[config.mk]
export PLATFORM = sky130hd
export DESIGN_NAME = electron_beam_positioner
export DESIGN_NICKNAME = d
export VERILOG_FILES = /design/src/rtl/display_timing_pkg.sv /design/src/rtl/electron_beam_positioner_wrap_counter.sv /design/src/rtl/electron_beam_positioner.sv
export SDC_FILE = /design/constraint.sdc
export NUM_CORES = 1
export LEC_CHECK = 0
export BUFFER_PORTS_ARGS = -buffer_cell sky130_fd_sc_hd__buf_2
export CORE_MARGIN = 2
export CORE_UTILIZATION = 45
export CTS_BUF_LIST = sky130_fd_sc_hd__clkbuf_8
export CTS_CLUSTER_SIZE = 16
export DETAILED_ROUTE_END_ITERATION = 6
export GPL_ROUTABILITY_DRIVEN = 1
export PLACE_DENSITY = 0.74
export SETUP_SLACK_MARGIN = 0.4
export SYNTH_ARGS = -nofsm -noshare
export SYNTH_HDL_FRONTEND = slang
export SYNTH_HIERARCHICAL = 1
export SYNTH_SLANG_ARGS = --single-unit
export TNS_END_PERCENT = 100
[constraint.sdc]
create_clock -name clock -period 4.28 [get_ports clock]
set_input_delay 1.07 -clock clock [delete_from_list [all_inputs] [get_ports clock]]
set_output_delay 1.07 -clock clock [all_outputs]
set_load 0.02 [all_outputs]
[src/rtl/display_timing_pkg.sv]
// ============================================================================
// display_timing_pkg : shared raster timing constants and beam coordinate types
// Revision: 1.0
// ============================================================================
`default_nettype none

package display_timing_pkg;

    localparam int DEF_H_VISIBLE = 1024;
    localparam int DEF_H_FRONT   = 24;
    localparam int DEF_H_SYNC    = 136;
    localparam int DEF_H_BACK    = 160;
    localparam int DEF_V_VISIBLE = 768;
    localparam int DEF_V_FRONT   = 3;
    localparam int DEF_V_SYNC    = 6;
    localparam int DEF_V_BACK    = 29;

    localparam int COORD_W   = 11;
    localparam int COORD_LIM = 1 << COORD_W;

    typedef logic [COORD_W-1:0] coord_t;
    typedef coord_t [1:0]       beam_pos_t;

    // One extra bit so a window ending exactly at COORD_LIM does not alias to 0.
    function automatic logic in_window(input coord_t v, input int lo, input int len);
        logic [COORD_W:0] v_ext;
        v_ext = {1'b0, v};
        return (v_ext >= (COORD_W+1)'(lo)) && (v_ext < (COORD_W+1)'(lo + len));
    endfunction

endpackage

`default_nettype wire

[src/rtl/electron_beam_positioner_wrap_counter.sv]
// ============================================================================
// wrap_counter : enabled up-counter that returns to zero after reaching MAX
// Revision: 1.0
// ============================================================================
`default_nettype none

module wrap_counter
    import display_timing_pkg::*;
#(
    parameter int MAX = 15
) (
    input  logic   clock,
    input  logic   reset,
    input  logic   enable,
    output coord_t count,
    output logic   wrap
);

    coord_t count_q;
    coord_t count_d;

    assign wrap = enable && (count_q == COORD_W'(MAX));

    always_comb begin
        count_d = count_q;
        if (wrap) begin
            count_d = '0;
        end else if (enable) begin
            count_d = count_q + 1'b1;
        end
    end

    always_ff @(posedge clock or negedge reset) begin
        if (!reset) begin
            count_q <= '0;
        end else begin
            count_q <= count_d;
        end
    end

    assign count = count_q;

endmodule

`default_nettype wire

[src/rtl/electron_beam_positioner.sv]
// ============================================================================
// electron_beam_positioner : raster beam coordinates plus horizontal/vertical sync
// Revision: 1.0
// ============================================================================
`default_nettype none

module electron_beam_positioner
    import display_timing_pkg::*;
#(
    parameter int H_VISIBLE = DEF_H_VISIBLE,
    parameter int H_FRONT   = DEF_H_FRONT,
    parameter int H_SYNC    = DEF_H_SYNC,
    parameter int H_BACK    = DEF_H_BACK,
    parameter int V_VISIBLE = DEF_V_VISIBLE,
    parameter int V_FRONT   = DEF_V_FRONT,
    parameter int V_SYNC    = DEF_V_SYNC,
    parameter int V_BACK    = DEF_V_BACK
) (
    input  logic      clock,
    input  logic      reset,
    output beam_pos_t instantaneous_beam_position,
    output logic      beam2left_signal,
    output logic      beam2top_signal
);

    localparam int H_TOTAL = H_VISIBLE + H_FRONT + H_SYNC + H_BACK;
    localparam int V_TOTAL = V_VISIBLE + V_FRONT + V_SYNC + V_BACK;

    generate
        if (H_TOTAL > COORD_LIM || V_TOTAL > COORD_LIM) begin : g_bad_totals
            $error("electron_beam_positioner: frame totals exceed coordinate range");
        end
    endgenerate

    coord_t x_cnt;
    coord_t y_cnt;
    logic   x_wrap;
    logic   y_wrap;

    wrap_counter #(.MAX(H_TOTAL - 1)) u_x_counter (
        .clock  (clock),
        .reset  (reset),
        .enable (1'b1),
        .count  (x_cnt),
        .wrap   (x_wrap)
    );

    // Row advances only on the line wrap, so its own wrap marks the frame wrap.
    wrap_counter #(.MAX(V_TOTAL - 1)) u_y_counter (
        .clock  (clock),
        .reset  (reset),
        .enable (x_wrap),
        .count  (y_cnt),
        .wrap   (y_wrap)
    );

    assign instantaneous_beam_position[0] = x_cnt;
    assign instantaneous_beam_position[1] = y_cnt;

    assign beam2left_signal = in_window(x_cnt, H_VISIBLE + H_FRONT, H_SYNC);
    assign beam2top_signal  = in_window(y_cnt, V_VISIBLE + V_FRONT, V_SYNC);

    logic unused_ok;
    assign unused_ok = y_wrap;

endmodule

`default_nettype wire

==> run_results.csv <==
group,metric,value,unit
global_route,antenna_found_initial,0,
sta,period_minus_slack,2540,ps
route,vias_per_cell,5.84,
power,p_per_area,399,nW/um2
setup_path,crit_path_end_kind,"register",
clock_tree,ctsHoldBuffers,0,
global_route,overflow,0,
clock_tree,postCtsSetupBuffers,0,
global_route,grt_pass1_wl,4440,um
finish,fin_nets,159,
global_route,grt_max_degree,23,
floorplan,rows,19,
synth,synth.most_common_cell,"dfrtp_1",
sta,setup_violations,0,
clock_tree,clockBufferDepth,2,
clock_tree,cts.repair.resized,0,
power,internal_power,0.000399,W
route,drt_pass1_iterations,4,
status,status,"finished, final reports clean",
sta,hold_violations,0,
clock_tree,clockRootBuffer,"clkbuf_8",
finish,diodes,0,
synth,synth_edf_count,0,
hold_path,holdPathEnd,"u_y_counter/count[10]",
power,power.total,0.000590,W
setup_path,rrSetupSlack,1740,ps
floorplan,core_area,2710,um2
synth,synth_common_cells,"dfrtp_1 (22), nand2_1 (11), nand3_1 (8), nor2_1 (7)",
floorplan,dieArea,3240,um2
global_route,grt_pass1_vias,973,
power,p_clk_share,32.1,%
finish,fin_util,54.6,%
sta,fmax,394,MHz
route,finalWirelength,2620,um
synth,synth-main-ff-cell,"dfrtp_1",
finish,area_delta_synth_final,17.5,%
run,cap_violations,0,
clock_tree,h-tree-depth,1,
synth,async_reset_ff_share,100,%
synth,synth_fp_nets,131,
clock_tree,clock_latency,260,ps
setup_path,reg2reg_to,"u_y_counter/count[9]",
placed_design,io_buffers,25,
setup_path,crit_arrival,2730,ps
route,vias,1074,
power,leakagePower,0.673,nW
floorplan,die_y,56.9,um
power,p_comb_share,20.8,%
sta,worst_slew_pin_slew,546,ps
synth,ys_ff_latch,22,
setup_path,reg2reg_depth,5,
setup_path,rr_startpoint,"u_x_counter/count[6]",
placed_design,routabilityCongestion,0.817,
floorplan,pin_count,26,
clock_tree,cts_tree,"yes",
clock_tree,cts_buffers,3,
sta,hold_slack,550,ps
synth,yosys_warnings,6,
power,ir_drop,341,uV
placed_design,dp_slack,1790,ps
synth,synth_area_per_cell,9.99,um2
setup_path,crit_fanout,15,
synth,synth_area,1260,um2
sta,slew_violations,0,
synth,synth.top_cell.area_share,43.7,%
power,p_sw,0.000191,W
power,sw_frac_of_total,32.3,%
placed_design,dp_hpwl,1880,um
hold_path,min-delay-start,"u_y_counter/count[10]",
hold_path,min_path_type,"reg2reg",
synth,seq_area_frac_synth,43.7,%
finish,drive_gt1_share,28.1,%
clock_tree,clk_pin_slew,80,ps
synth,synth_top_area_cell,"dfrtp_1",
route,antenna_left,0,
setup_path,start_kind,"register",
synth,syn_inst,126,
clock_tree,cts_sinks,22,
setup_path,cp_data_required_time,4470,ps
route,drc,0,
floorplan,die_w,56.9,um
synth,ys_types,35,
setup_path,critical_path_class,"reg2reg",
sta,fin_tns_setup,0,ps
sta,fin_skew,8.34,ps
sta,rsz0062_at_grt,"false",
global_route,grt.total_usage,17.3,%
floorplan,start_util,46.4,%
sta,post-route-period-util,59.3,%
synth,synth_area_leaders,"dfrtp_1 (44%), xor2_1 (4.2%), xnor2_1 (3.5%)",
sta,worst_slew_margin_rel,63.5,%
route,drt_first_iter_violations,31,
hold_path,hold_path_depth,1,
power,seq_power_share,47.0,%
route,wl_per_cell,14.2,um
sta,fin_ws,1740,ps
==> worst max path at each step <==
stage                     slack (ps)                    to                  from
final                           1740  u_y_counter/count[9]  u_x_counter/count[6]
after global routing            1560  u_y_counter/count[8]  u_x_counter/count[6]
after CTS                       1760  u_y_counter/count[1]  u_x_counter/count[6]
after detailed placement        1790  u_y_counter/count[9]  u_x_counter/count[6]
after global placement          1880  u_y_counter/count[1]  u_x_counter/count[6]
after floorplan                 1950  u_y_counter/count[9]  u_x_counter/count[6]
==> cell families after synthesis <==
logic type	after synthesis	synth area share, %
fa+ha+maj	3	2.98
other cells	1	0.298
simple gates	58	29.9
buf+inv	8	2.98
compound gates	23	12.4
xor+xnor	11	7.65
flops	22	43.7
==> cells in the final DEF, fill, tap and decap left out, drive strengths merged, types with 4 or more instances in the layout <==
cell type	count
or3	5
nor2	7
buf	25
dfrtp	22
nor4	4
nand4	7
nand2	11
xnor2	5
o21ai	7
inv	6
a21oi	8
nor3	5
xor2	6
nand3	9
nand2b	5
==> critical path, cell delays in order, from the launching register on <==
cell	delay [ps]
dfrtp_1	480
or4b_4	580
nor3_4	450
nand3_2	200
or4_4	570
a21oi_2	170
==> layer usage <==
metal | share of wire (%) | GRT usage, %
met5 | 0 | 0
met2 | 46 | 25.8
met3 | 5.6 | 3.00
met4 | 0.76 | 7.97
met1 | 47 | 24.4
==> power by group through the flow <==
stage / clock, W / combinational (W) / sequential, W
5_1_grt: 0.000202 / 0.000133 / 0.000283
3_3_place_gp: 0 / 0.000121 / 0.000279
2_1_floorplan: 0 / 0.0000526 / 0.000302
4_1_cts: 0.000196 / 0.000123 / 0.000276
3_5_place_dp: 0 / 0.000121 / 0.000281
6_report: 0.000189 / 0.000123 / 0.000277
==> sequential cells by signal, summed over array words and instances, names as in the netlist <==
signal and flops:
u_y_counter/count 11, u_x_counter/count 11
==> cell type report <==
cell class              instances  area, um2
clock buffers                   3       41.3
well taps                      31       38.8
inverters                       6       22.5
flip-flops and latches         22        551
multi-input cells              96        671
fillers                       242       1230
repair buffers                 25        125
clock inverters                 1       30.0
==> through the flow <==
step                cells  area (um2)
floorplan             126        1260
global placement      180        1410
detailed placement    180        1410
CTS                   184        1480
global route          184        1480
finish                184        1480
No activity file was read; power rests on OpenSTA's default activity.
